**config.mk**
```make
export PLATFORM = sky130hd
export DESIGN_NAME = cnn_infer_sequencer
export DESIGN_NICKNAME = d
export VERILOG_FILES = /design/src/rtl/cnn_infer_sequencer.sv
export SDC_FILE = /design/constraint.sdc
export NUM_CORES = 1
export LEC_CHECK = 0
export CORE_MARGIN = 1
export CORE_UTILIZATION = 40
export CTS_CLUSTER_SIZE = 10
export DETAILED_ROUTE_END_ITERATION = 10
export HOLD_SLACK_MARGIN = 0.05
export PLACE_DENSITY = 0.66
export SKIP_CTS_REPAIR_TIMING = 1
export SLEW_MARGIN = 10
export SYNTH_ARGS = -nofsm -noshare
export SYNTH_HDL_FRONTEND = slang
export SYNTH_SLANG_ARGS = --single-unit
```
**constraint.sdc**
```tcl
create_clock -name clk -period 6.1 [get_ports clk]
set_clock_uncertainty 0.15 [all_clocks]
set_input_delay 1.83 -clock clk [delete_from_list [all_inputs] [get_ports clk]]
set_output_delay 1.83 -clock clk [all_outputs]
set_load 0.02 [all_outputs]
```
**src/rtl/cnn_infer_sequencer.sv**
```systemverilog
// Top-level scheduler for the CNN inference datapath:
// image load -> conv start -> result collection -> done, with a stall watchdog.
module cnn_infer_sequencer #(
    parameter int NUM_PIXELS    = 64,
    parameter int NUM_POSITIONS = 36,
    parameter int TIMEOUT_CYC   = 1023,
    localparam int AW = $clog2(NUM_PIXELS),
    localparam int IW = $clog2(NUM_POSITIONS),
    localparam int PW = $clog2(NUM_POSITIONS + 1),
    localparam int WW = $clog2(TIMEOUT_CYC + 1)
) (
    input  logic          clk,
    input  logic          reset,
    input  logic          ena,
    input  logic          restart,
    input  logic          pix_valid,
    output logic          buf_we,
    output logic [AW-1:0] buf_addr,
    output logic          conv_start,
    input  logic          conv_valid,
    input  logic          pipe_valid,
    output logic          res_capture,
    output logic [IW-1:0] res_index,
    output logic          busy,
    output logic          done,
    output logic          err
);

    typedef enum logic [2:0] {
        IDLE  = 3'd0,
        LOAD  = 3'd1,
        START = 3'd2,
        RUN   = 3'd3,
        DRAIN = 3'd4,
        DONE  = 3'd5,
        ERROR = 3'd6
    } state_t;

    state_t        state, state_nxt;
    logic [AW-1:0] pix_cnt, pix_nxt;
    logic [PW-1:0] pos_cnt, pos_nxt;
    logic [PW-1:0] res_cnt, res_nxt;
    logic [WW-1:0] wdog, wdog_nxt, wdog_inc;
    logic          active, hit, res_full;

    assign active   = (state == RUN) || (state == DRAIN);
    assign hit      = conv_valid | pipe_valid;
    assign res_full = (res_cnt >= PW'(NUM_POSITIONS));
    assign wdog_inc = wdog + 1'b1;

    // restart wins over any write or capture in the same cycle
    assign buf_we      = (state == LOAD) & pix_valid & ena & ~restart;
    assign res_capture = active & pipe_valid & ena & ~restart & ~res_full;
    assign conv_start  = (state == START) & ena;

    assign buf_addr  = pix_cnt;
    assign res_index = res_full ? IW'(NUM_POSITIONS - 1) : IW'(res_cnt);
    assign busy      = (state == LOAD) || (state == START) || active;
    assign done      = (state == DONE);
    assign err       = (state == ERROR);

    always_ff @(posedge clk) begin
        if (reset) begin
            state   <= IDLE;
            pix_cnt <= '0;
            pos_cnt <= '0;
            res_cnt <= '0;
            wdog    <= '0;
        end else begin
            state   <= state_nxt;
            pix_cnt <= pix_nxt;
            pos_cnt <= pos_nxt;
            res_cnt <= res_nxt;
            wdog    <= wdog_nxt;
        end
    end

    always_comb begin
        state_nxt = state;
        pix_nxt   = pix_cnt;
        pos_nxt   = pos_cnt;
        res_nxt   = res_cnt;
        wdog_nxt  = wdog;
        if (ena) begin
            if (restart) begin
                state_nxt = LOAD;
                pix_nxt   = '0;
                pos_nxt   = '0;
                res_nxt   = '0;
                wdog_nxt  = '0;
            end else begin
                unique case (state)
                    IDLE:  state_nxt = LOAD;
                    LOAD: begin
                        if (buf_we) begin
                            pix_nxt = pix_cnt + 1'b1;
                            if (pix_cnt == AW'(NUM_PIXELS - 1)) begin
                                state_nxt = START;
                                pix_nxt   = '0;
                            end
                        end
                    end
                    START: state_nxt = RUN;
                    RUN, DRAIN: begin
                        wdog_nxt = hit ? '0 : wdog_inc;
                        if (res_capture)
                            res_nxt = res_cnt + 1'b1;
                        if (state == RUN && conv_valid) begin
                            pos_nxt = pos_cnt + 1'b1;
                            if (pos_cnt == PW'(NUM_POSITIONS - 1))
                                state_nxt = DRAIN;
                        end
                        // leave DRAIN once the last result is (or already was) taken
                        if (state == DRAIN &&
                            (res_full ||
                             (res_capture &&
                              res_cnt == PW'(NUM_POSITIONS - 1))))
                            state_nxt = DONE;
                        if (!hit && wdog_inc == WW'(TIMEOUT_CYC))
                            state_nxt = ERROR;
                    end
                    default: ;
                endcase
                if (state_nxt != state)
                    wdog_nxt = '0;
            end
        end
    end

endmodule

```
### After elaboration in Yosys (flattened, before gate mapping)

Index checks and enable logic that the tools add are counted.

* bits of input ports: 7
* register bits after elaboration: 31
* output and inout port bits: 18
* logic and storage cells: 78

* $add $sub $neg: 4
* reductions and logical operators: 21
* eq/ne operators: 11
* order comparisons: 1
* bitwise gates (word level): 11
* multiplexer cells: 25

Operators with widths (number)
* $mux W6: 11
* $mux W10: 4
* $mux W3: 9
* $add A6 B1 Y6 const B: 3
* $eq A6 B6 Y1 const B: 3
* $pmux W3 S4: 1
* $add A10 B1 Y10 const B: 1
* $eq A10 B10 Y1 const B: 1
* $reduce_bool A2 Y1: 5
* $eq A3 B3 Y1 const B: 3
* $reduce_and A3 Y1: 3
* $and A1 B1 Y1: 8
* $eq A3 B2 Y1 const B: 2
* $ge A6 B6 Y1 const B: 1
* $logic_and A1 B1 Y1: 4
* $logic_or A1 B1 Y1: 4
* $eq A3 B1 Y1 const B: 1
* $logic_not A3 Y1: 1
* $ne A3 B3 Y1: 1
* $reduce_bool A3 Y1: 1
* $not A1 Y1: 2
* $reduce_and A2 Y1: 1
* $reduce_or A2 Y1: 1
* $logic_not A1 Y1: 1
* $or A1 B1 Y1: 1

### Logic depth before layout (Yosys ltp)

* depth in word-level cells: 17
* gate-level depth with buffers: 10
* mapped depth without buffers: 9

### Worst setup path before layout

OpenSTA, ideal clock, no wires.

* path kind: input port to output port
* start point: input restart
* end point: output buf_we
* path buffers: 1
* data arrival time: 2.652 ns
* data required time: 4.120 ns
* stages on the path: 4
* path slack: 1.468 ns
* path through: buf_2 nor3b_2 nand4b_1 inv_1

* cells in the longest elaborated chain, start to end: 2

Ends and longest elaborated chain
* start: declaration: RTL line 15 `input logic restart,`
* $not A1 Y1: RTL line 52 `assign buf_we = (state == LOAD) & pix_valid & ena & ~restart;`
* $and A1 B1 Y1: RTL line 52
* end: declaration: RTL line 17 `output logic buf_we,`

Every way passes these cells.

### Worst setup path after layout

* start point: input ena
* end point: output buf_we

* cells in the longest elaborated chain, start to end: 2

Ends and longest elaborated chain
* start: declaration: RTL line 14 `input logic ena,`
* $and A1 B1 Y1 (2 in a row): RTL line 52

Every way passes these cells.

==> reports/metrics.cfg <==
[drt]
firstDrtPassIters = 7
drcViolationCount = 0
drt_wl_total_um = 4200
final_antenna_net_count = 0
vias_per_cell = 5.59
vias = 1751
wl_per_cell_um = 13.4
drtIter0Drc = 80

[power_and_ir_drop]
power_frac_clock = 0.408
power_switching_mw = 0.0992
pwr-share-seq = 0.521
p_int_mw = 0.294
switching_share = 0.252
vdd_drop_max_mv = 0.152
power.density_nw_per_um2 = 176
p_comb_frac = 0.071
leakage_nw = 0.812

[yosys]
synthArstFlopShare = 0
yosysTopAreaCell = dfxtp_1
synth_area_um2 = 1870
synth_edf_count = 0
netlist_instances = 237
yosys_warnings = 0
synth.avg_cell_area_um2 = 7.90
synth-main-ff-cell = dfxtp_1
ys_seq_area_frac = 0.332
yosysUniqueCellTypes = 53
synth.area.top_cells = dfxtp_1, nor2_1, nand2_1
ys_seq_elements = 31
netlist.area_leader.share = 0.332
synth_fp_nets = 250

[layout]
final_cell_mix = nor2_1, dfxtp_1, clkdlybuf4s50_1, nand2_1, a21oi_1
nNetsFinal = 273
num_antenna_cells = 0
layout-drive-gt1-share = 0.0805
syn_to_final_growth_pct = 19.2
fin_util = 0.505
layout_commonest_cell = nor2_1
fill_cells = 453

[global_routing]
grt_pass1_vias = 1565
grt_max_degree = 20
grt_use_total = 0.178
grt-ovfl-total = 0
grt_pass1_wl_um = 6960
antenna_found_initial = 0

[clocking]
htree_levels = 2
clkTransAtPathRegs_ns = 0.07
clock_latency_ns = 0.29
clockBufferDepth = 2
cts_root_buf = clkbuf_8
numCtsBuffers = 5
cts_tree = yes
cts_sinks = 31

[die]
die_height_um = 70.4
die_w_um = 70.4
coreArea_um2 = 4410
design.portCount = 25
initial_utilization = 0.424
std_cell_rows = 24
die_area_um2 = 4960

[worst_setup_path]
cpLargestDelayFamily = buffers and inverters
required_ns = 4.12
path_cells = clkdlybuf4s50_1, nor3b_2, nand4b_1, inv_1, clkdlybuf4s50_1
max_stage_delay_ns = 0.63
cpMostUsedCell = clkdlybuf4s50_1
end_kind = primary output
arrival_ns = 3.71
start_kind = input port
worstSetupPathType = input port to primary output
crit_slowest_cell = clkdlybuf4s50_1
cp.buffers_inverters = 3
path_max_fanout = 9

[place]
portBuffers = 24
place.gp.congestion = 0.863
dp_hpwl_um = 3090

[outcome]
status = complete, no violations

[sta]
fin_crit_ns = 5.69
final-hold-violation-count = 0
slew_violations = 0
setup_viol = 0
maxSlewHeadroom = 0.516
max_clock_freq_mhz = 176
tightestPinTransition_ns = 0.723
setup_tns_ns = 0
rsz0062_at_grt = no
min_period_over_period = 0.933

[run]
max_cap_viol_count = 0

[hold_path]
hold_path.class = flop to flop

final timing paths:
kind	startpoint	to	slack, ns	cells past startpoint
worst max-delay path	ena	buf_we	0.41	5
worst max register to register	state[1]	wdog[7]	3.51	7
worst min-delay path	wdog[9]	wdog[9]	0.34	2
worst min register to register	wdog[9]	wdog[9]	0.34	2
synthesized netlist by cell type, types with 2 or more instances:
master	count
nand3_1	7
nor4_1	4
buf_2	4
o21ai_0	12
nand2_1	23
nor2b_1	3
clkbuf_1	4
nor3_1	4
and3_1	6
or3_1	2
nand3b_1	4
and4b_1	2
nor2_1	37
o2bb2ai_1	3
xor2_1	8
a21o_1	3
ha_1	6
o41ai_1	3
xnor2_1	4
nand4_1	6
a21oi_1	13
nand2b_1	6
inv_1	9
a32oi_1	2
o21ai_1	2
dfxtp_1	31
a31oi_1	3
stage by stage:
| stage | cell area [um2] | power, mW | hold WS (ns) | worst slack, ns | std cells |
|---|---|---|---|---|---|
| floorplan | 1870 | 0.226 | 0.295 | 1.47 | 237 |
| global placement | 2150 | 0.237 | 0.313 | 0.442 | 305 |
| detailed placement | 2150 | 0.237 | 0.329 | 0.419 | 305 |
| CTS | 2230 | 0.399 | 0.345 | 0.411 | 313 |
| global route | 2230 | 0.412 | 0.363 | 0.270 | 313 |
| finish | 2230 | 0.393 | 0.343 | 0.407 | 313 |
routing by layer:
metal | global-route usage | share of wire
met2 | 0.272 | 0.44
met4 | 0.107 | 0.024
met3 | 0.0433 | 0.039
met5 | 0 | 0
met1 | 0.225 | 0.49
tightest hold or removal path, stage by stage, from the launching register on:
cell and delay (ns):
dfxtp_1 0.32, nand2_1 0.05, o21ai_0 0.07
state kept, by name, summed over array words and instances, names as in the netlist:
name	flops
buf_addr	6
pos_cnt	6
res_cnt	6
state	3
wdog	10
kinds of logic (layout without fill, tap and decap cells):
kind of cell	count (synthesis)	in the layout	synth area share
XOR/XNOR	12	12	0.0561
flip-flops	31	31	0.332
AO/OA/AOI/OAI	55	55	0.211
adder cells (fa/ha/maj)	6	6	0.0401
AND/OR/NAND/NOR	114	114	0.319
buffers and inverters	19	43	0.0428
final cells by class:
cell class / count / area (um2) / area share
Multi-Input combinational cell: 187 / 1170 / 0.525
Tap cell: 52 / 65.1 / 0.0292
Clock inverter: 2 / 12.5 / 0.00561
Clock buffer: 6 / 72.6 / 0.0325
Timing Repair Buffer: 26 / 255 / 0.114
Sequential cell: 31 / 621 / 0.278
Inverter: 9 / 33.8 / 0.0151
power by group through the flow:
| stage | clock (mW) | sequential [mW] | combinational (mW) |
|---|---|---|---|
| after floorplan | 0 | 0.208 | 0.0178 |
| after global placement | 0 | 0.209 | 0.0277 |
| after detailed placement | 0 | 0.209 | 0.0278 |
| after CTS | 0.167 | 0.205 | 0.0279 |
| after global routing | 0.178 | 0.205 | 0.0302 |
| final | 0.161 | 0.205 | 0.0278 |
Note: power is estimated with default switching activity, not from simulation.
